**src/rtl/fetch_pkg.sv**
```systemverilog
// Shared types and constants for the instruction fetch sequencer.
package fetch_pkg;

  typedef enum logic [2:0] {
    S_IDLE  = 3'd0,
    S_REQ   = 3'd1,
    S_WAIT  = 3'd2,
    S_HOLD  = 3'd3,
    S_DRAIN = 3'd4
  } fetch_state_t;

  localparam int unsigned PC_INC = 4;

endpackage

```
**src/rtl/next_PC.sv**
```systemverilog
// PC adder: PCsrc=0 gives PC + PC_INC, PCsrc=1 gives PC + ImmOp (both modulo 2^WIDTH).
// Purely combinational, no handshake.
module next_PC
  import fetch_pkg::*;
#(
  parameter int unsigned WIDTH = 32
) (
  input  logic [WIDTH-1:0] PC,
  input  logic [WIDTH-1:0] ImmOp,
  input  logic             PCsrc,
  output logic [WIDTH-1:0] NextPC
);

  assign NextPC = PCsrc ? (PC + ImmOp) : (PC + WIDTH'(PC_INC));

endmodule

```
**src/rtl/fetch_seq.sv**
```systemverilog
// Fetch sequencer: owns the PC, runs the imem req/gnt/rvalid handshake, buffers one instruction for decode.
// One instruction per 3 cycles with zero-wait memory; decode backpressure holds the buffer in S_HOLD.
module fetch_seq
  import fetch_pkg::*;
#(
  parameter int unsigned      WIDTH        = 32,
  parameter logic [WIDTH-1:0] RESET_VECTOR = '0
) (
  input  logic             clk,
  input  logic             rst,
  input  logic             redirect_valid,
  input  logic [WIDTH-1:0] br_pc,
  input  logic [WIDTH-1:0] br_imm,
  output logic             imem_req,
  output logic [WIDTH-1:0] imem_addr,
  input  logic             imem_gnt,
  input  logic             imem_rvalid,
  input  logic [WIDTH-1:0] imem_rdata,
  output logic             instr_valid,
  input  logic             instr_ready,
  output logic [WIDTH-1:0] instr,
  output logic [WIDTH-1:0] instr_pc,
  output logic             misalign_err
);

  fetch_state_t     r_state;
  fetch_state_t     w_state_nxt;
  logic [WIDTH-1:0] r_pc;
  logic [WIDTH-1:0] w_seq_pc;
  logic [WIDTH-1:0] w_target;
  logic [WIDTH-1:0] w_target_al;
  logic [WIDTH-1:0] r_instr;
  logic [WIDTH-1:0] r_instr_pc;
  logic             r_instr_valid;
  logic             r_misalign_err;

  next_PC #(.WIDTH(WIDTH)) u_seq_pc (
    .PC     (r_pc),
    .ImmOp  ('0),
    .PCsrc  (1'b0),
    .NextPC (w_seq_pc)
  );

  next_PC #(.WIDTH(WIDTH)) u_br_pc (
    .PC     (br_pc),
    .ImmOp  (br_imm),
    .PCsrc  (1'b1),
    .NextPC (w_target)
  );

  assign w_target_al = {w_target[WIDTH-1:2], 2'b00};

  always_ff @(posedge clk or negedge rst) begin
    if (!rst) r_state <= S_IDLE;
    else      r_state <= w_state_nxt;
  end

  always_comb begin
    w_state_nxt = r_state;
    case (r_state)
      S_IDLE: w_state_nxt = S_REQ;
      S_REQ: begin
        if (redirect_valid) w_state_nxt = imem_gnt ? S_DRAIN : S_REQ;
        else if (imem_gnt)  w_state_nxt = S_WAIT;
      end
      S_WAIT: begin
        if (redirect_valid)   w_state_nxt = imem_rvalid ? S_REQ : S_DRAIN;
        else if (imem_rvalid) w_state_nxt = S_HOLD;
      end
      S_HOLD: begin
        if (redirect_valid || instr_ready) w_state_nxt = S_REQ;
      end
      // The outstanding response is the only thing left to retire here, so a
      // coincident redirect must not keep us waiting for an rvalid that never comes.
      S_DRAIN: begin
        if (imem_rvalid) w_state_nxt = S_REQ;
      end
      default: w_state_nxt = S_IDLE;
    endcase
  end

  always_comb begin
    imem_req  = (r_state == S_REQ);
    imem_addr = r_pc;
  end

  always_ff @(posedge clk or negedge rst) begin
    if (!rst) begin
      r_pc           <= RESET_VECTOR;
      r_instr        <= '0;
      r_instr_pc     <= '0;
      r_instr_valid  <= 1'b0;
      r_misalign_err <= 1'b0;
    end else if (redirect_valid) begin
      r_pc <= w_target_al;
      if (w_target[1:0] != 2'b00) r_misalign_err <= 1'b1;
      if (r_state == S_HOLD)      r_instr_valid  <= 1'b0;
    end else begin
      if (r_state == S_WAIT && imem_rvalid) begin
        r_instr       <= imem_rdata;
        r_instr_pc    <= r_pc;
        r_instr_valid <= 1'b1;
        r_pc          <= w_seq_pc;
      end
      if (r_state == S_HOLD && instr_ready) r_instr_valid <= 1'b0;
    end
  end

  assign instr_valid  = r_instr_valid;
  assign instr        = r_instr;
  assign instr_pc     = r_instr_pc;
  assign misalign_err = r_misalign_err;

endmodule

```
**config.mk**
```make
export PLATFORM = sky130hd
export DESIGN_NAME = fetch_seq
export DESIGN_NICKNAME = d
export VERILOG_FILES = /design/src/rtl/fetch_pkg.sv /design/src/rtl/next_PC.sv /design/src/rtl/fetch_seq.sv
export SDC_FILE = /design/constraint.sdc
export NUM_CORES = 1
export LEC_CHECK = 0
export ABC_CLOCK_PERIOD_IN_PS = 4500
export CAP_MARGIN = 20
export CORE_AREA = 2 2 135 137
export DETAILED_ROUTE_END_ITERATION = 8
export DIE_AREA = 0 0 137 139
export HOLD_SLACK_MARGIN = 0.08
export PLACE_DENSITY = 0.84
export SLEW_MARGIN = 20
export SYNTH_ARGS = -nofsm -noshare
export SYNTH_HDL_FRONTEND = slang
export SYNTH_HIERARCHICAL = 1
export SYNTH_SLANG_ARGS = --single-unit
```
**constraint.sdc**
```tcl
create_clock -name clk -period 4.5 [get_ports clk]
set_input_delay 1.125 -clock clk [delete_from_list [all_inputs] [get_ports clk]]
set_output_delay 1.125 -clock clk [all_outputs]
set_load 0.05 [all_outputs]
```
# Word-level counts from Yosys, hierarchy flattened
# Index checks and enable logic that the tools add are counted.
# Widths: inputs -> output; s select.
[classes] n_eq_ne=9 shift=0 reduce_logical=11 mul=0 div_mod_pow=0 n_mux=15 bitwise=1 order_cmp=0 n_addsub=2
[op_table] cell="$mux 32" n=2
[op_table] cell="$add 32x3->32 const B" n=1
[op_table] cell="$add 32x32->32" n=1
[op_table] cell="$mux 3" n=8
[op_table] cell="$pmux 3 s5" n=1
[op_table] cell="$eq 3x2->1 const B" n=2
[op_table] cell="$reduce_and 2->1" n=3
[op_table] cell="$mux 1" n=4
[op_table] cell="$ne 2x2->1 const B" n=2
[op_table] cell="$reduce_and 4->1" n=1
[op_table] cell="$reduce_bool 2->1" n=2
[op_table] cell="$eq 3x1->1 const B" n=1
[op_table] cell="$eq 3x3->1 const B" n=1
[op_table] cell="$logic_not 3->1" n=1
[op_table] cell="$ne 3x2->1 const B" n=1
[op_table] cell="$ne 3x3->1 const B" n=1
[op_table] cell="$reduce_bool 3->1" n=1
[op_table] cell="$logic_and 1x1->1" n=2
[op_table] cell="$ne 2x1->1 const B" n=1
[op_table] cell="$logic_or 1x1->1" n=1
[op_table] cell="$not 1->1" n=1
[totals] ramBits=0 latch_bits=0 word_cells=44 input_bits=102 memories=0 register_bits=101 output_inout_bits=99 romBits=0

# Depth between registers and ports, before layout
[depth] ltp_word=5 depth_mapped=12 depth_no_buf=12

# By module
# Netlist, hierarchy kept.
[by_module_without_submodules] module="next_PC" n_inst=2 area_each_um2=2561.2 cells_per_inst=387 seq_area_each_um2=0.0
[by_module_without_submodules] module="fetch_seq" n_inst=1 area_each_um2=4362.9 cells_per_inst=269 seq_area_each_um2=2527.4

# Worst setup path after synthesis
# OpenSTA, ideal clock, no wires.
[synth_path] kind="input-to-reg" from="input port br_pc[0]" to="register r_pc[26] (netlist: imem_addr[26])" n_path_buf=0 cell_stages=12 t_required_ns=4.372 slack_ns=0.816 setup_ns=0.128 arrival_time_ns=3.556 path_cell_list="ha_1 > fa_1 > a211oi_1 > nor2_2 > a211oi_2 > or4b_4 > and3_4 > o31ai_4 > xnor2_1 > mux2i_1 > mux2_2 > mux2_1"
[synth_via] elab_chain_cells=2
[synth_lines] item="from (decl)" line="fetch_seq.sv:12" rtl="input logic [WIDTH-1:0] br_pc,"
[synth_lines] item="$add 32x32->32" line="next_PC.sv:14" rtl="assign NextPC = PCsrc ? (PC + ImmOp) : (PC + WIDTH'(PC_INC));"
[synth_lines] item="named net w_target[26]" line="fetch_seq.sv:30" rtl="logic [WIDTH-1:0] w_target;"
[synth_lines] item="$mux 32" line="fetch_seq.sv:94" rtl="end else if (redirect_valid) begin"
[synth_lines] item="to (signal assigned)" line="fetch_seq.sv:95" rtl="r_pc <= w_target_al;"
[synth_lines] item="to (signal assigned)" line="fetch_seq.sv:103" rtl="r_pc <= w_seq_pc;"
[synth_lines] item="to (decl)" line="fetch_seq.sv:28" rtl="logic [WIDTH-1:0] r_pc;"
# The timed path passes the listed nets, and every way through them passes these cells.
# A chain may end at the register's enable or synchronous reset.

# Final worst setup path
[layout_path] from="input port br_pc[8]" to="register r_pc[29] (netlist: imem_addr[29])"
# The elaborated chain is that of the path after synthesis.

==> impl_metrics.ini <==
[run_status]
status = completed

[worst_setup_path]
r2r_setup_slack_ns = 1.64
critical_path.slowest_cell = clkdlybuf4s50_1
crit_fanout = 6
critPathLaunchType = input pin
path_common_cell = a21oi_1
critPathArrivalTime_ns = 4.34
crit_chain = clkdlybuf4s50_1, ha_1, a21o_2, a221o_1, a31oi_2, o21ai_1, a21oi_1, a21oi_1, nor3b_1, o32ai_1, mux2_2, mux2_1
cp_slowest_stage_delay_ns = 0.50
cp.required_ns = 4.74
rr_worst_depth = 9
timing.rr.end = imem_addr[28]
r2r_start = imem_addr[4]
end_kind = flop
critical_path_class = in2reg

[clock_tree]
hold_buffers = 0
post_cts_buffers = 0
tritoncts.num_buffers = 9
clock_latency_ns = 0.35
cts_tree = built
cts_root_buf = clkbuf_16
cts-resized-gates = 0
cts.sinks = 101
htreeDepth = 3
clk_pin_slew_ns = 0.07
clk_path_buf_depth = 2

[detailed_routing]
drt_drc_violations_left = 0
wl_per_cell_um = 17.13
dr.pass1.iters = 5
via_per_inst = 5.835
ant_nets = 0
initialDrtViolationCount = 621
dr_total_vias = 8688
wl_mm = 25.51

[logic_synthesis]
yosysUniqueCellTypes = 62
syn_inst = 1043
seq_area_frac_synth = 0.2665
synthTopCellsByCount = dfrtp_1 (101), a21oi_1 (96), nor2_1 (87)
syn_area_per_cell_um2 = 9.094
yosysWarningCount = 6
yosys_register_bits = 101
synth_flop_cell = dfrtp_1
yosysMostFrequentCell = dfrtp_1
syn_area_mm2 = 0.009485
synth_edf_count = 0
yosys.area.top_type_share = 0.2665
synth_top_area_cell = dfrtp_1
synthArstFlopShare = 1.000
synthTopCellsByArea = dfrtp_1 (27%), mux2_2 (10%), ha_1 (8.4%)

[placement]
place_ws_ns = 0.08886
hpwl_mm = 19.40
portBuffers = 200
gp_congestion = 0.9699

[floorplanning]
fp.dieH_um = 139
die-area_mm2 = 0.01904
die_x_um = 137
start_util = 0.5372
core_area_mm2 = 0.01766
fp-row-count = 49
num_io_pins = 201

[global_routing]
antenna_found_initial = 0
grt_use_total = 0.2665
grt_max_degree = 53
grt_pass1_vias = 8409
grt-ovfl-total = 0
grt_pass1_wl_mm = 41.07

[sta]
min_period_ns = 4.104
hold_viol = 0
timing.fmax_ghz = 0.2437
final-setup-viol-count = 0
finalCritPeriodShare = 0.9119
worstMarginPinSlew_ns = 1.000
maxSlewViolCount = 0
slew_headroom = 0.3282
setup_ws_ns = 0.3964
grt_setup_unrepaired = no
fin_worst_skew_ns = 0.005586
fin_tns_setup_ns = 0

[final_layout]
finish.utilization = 0.6838
drive_gt1_frac = 0.1405
final-seq-area_mm2 = 0.002527
area_growth_pct = 27.29
antenna_cells = 0
multi_input_area_mm2 = 0.006745
nFillCells = 1489
fin_nets = 1424

[hold_path]
hold_class = reg2reg
min_path_cells = 1
min_from = misalign_err
holdPathEnd = misalign_err

[power]
power_density_mw_per_mm2 = 611.2
leakage_uw = 0.005111
ir_drop_mv = 0.5333
p_total_uw = 7380

[run]
drv_cap = 0
per-stage QoR:
step	instance area (µm²)	instances	hold WS [ns]
after global routing	12070	1489	0.4891
after global placement	11780	1474	0.4515
after CTS	12070	1489	0.4783
after floorplan	9620	1079	0.5032
after detailed placement	11780	1474	0.4516
final	12070	1489	0.4751
area by class of cell:
cell class,count,area share
Clock inverter,6,0.005907
Multi-Input combinational cell,902,0.5587
Sequential cell,101,0.2093
Timing Repair Buffer,213,0.1747
Inverter,29,0.009015
Clock buffer,9,0.01865
Tap cell,229,0.02373
how the worst max path moves through the flow:
stage	slack, ns	depth (start not counted)	from	to
detailed placement	0.09	12	br_pc[8]	imem_addr[29]
finish	0.40	12	br_pc[8]	imem_addr[29]
CTS	0.47	12	br_pc[2]	imem_addr[31]
global route	0.16	12	br_pc[8]	imem_addr[29]
global placement	0.18	13	br_pc[0]	imem_addr[26]
floorplan	0.82	12	br_pc[0]	imem_addr[26]
flip-flops by register name (all words and copies together), names as in the netlist:
signal        cells
r_state           3
misalign_err      1
instr_valid       1
imem_addr        32
instr_pc         32
instr            32
critical path, delay by kind of cell:
kind	cells	cell delay, ns
AOI/OAI and AO/OA	7	1.51
muxes	2	0.54
adders and majority gates	1	0.42
buffers and inverters	1	0.50
and+or+nand+nor	1	0.24
routing by layer:
metal	global-route usage	vias to the layer above	part of all wire
li1	-	4205	-
met1	0.3274	4133	0.41
met2	0.4724	305	0.51
met3	0.04496	45	0.060
met4	0.08030	0	0.024
met5	0	-	0
cells in the final DEF, fill, tap and decap left out, drive strengths merged, types with 24 or more instances in the layout:
cell type	count
ha	64
nand3	40
clkdlybuf4s50	199
inv	31
a21o	24
xnor2	60
nand2	58
nor2	90
xor2	36
conb	38
o21ai	51
mux2	130
dfrtp	101
a21oi	96
report_power, final:
part / switching, µW / total [µW] / internal (µW)
clock: 365 / 799 / 433
combinational: 2850 / 4840 / 1990
sequential: 465 / 1740 / 1280
logic make-up (layout without fill, tap and decap cells):
logic type / after synthesis / in the layout / synth area share
flops: 101 / 101 / 0.2665
other cells: 2 / 38 / 0.0007917
xor+xnor: 96 / 96 / 0.08864
mux: 136 / 136 / 0.1757
buf+inv: 76 / 257 / 0.03667
compound gates: 256 / 256 / 0.1744
simple gates: 310 / 310 / 0.1687
fa+ha+maj: 66 / 66 / 0.08864
Power figures use the tool's default switching activity.
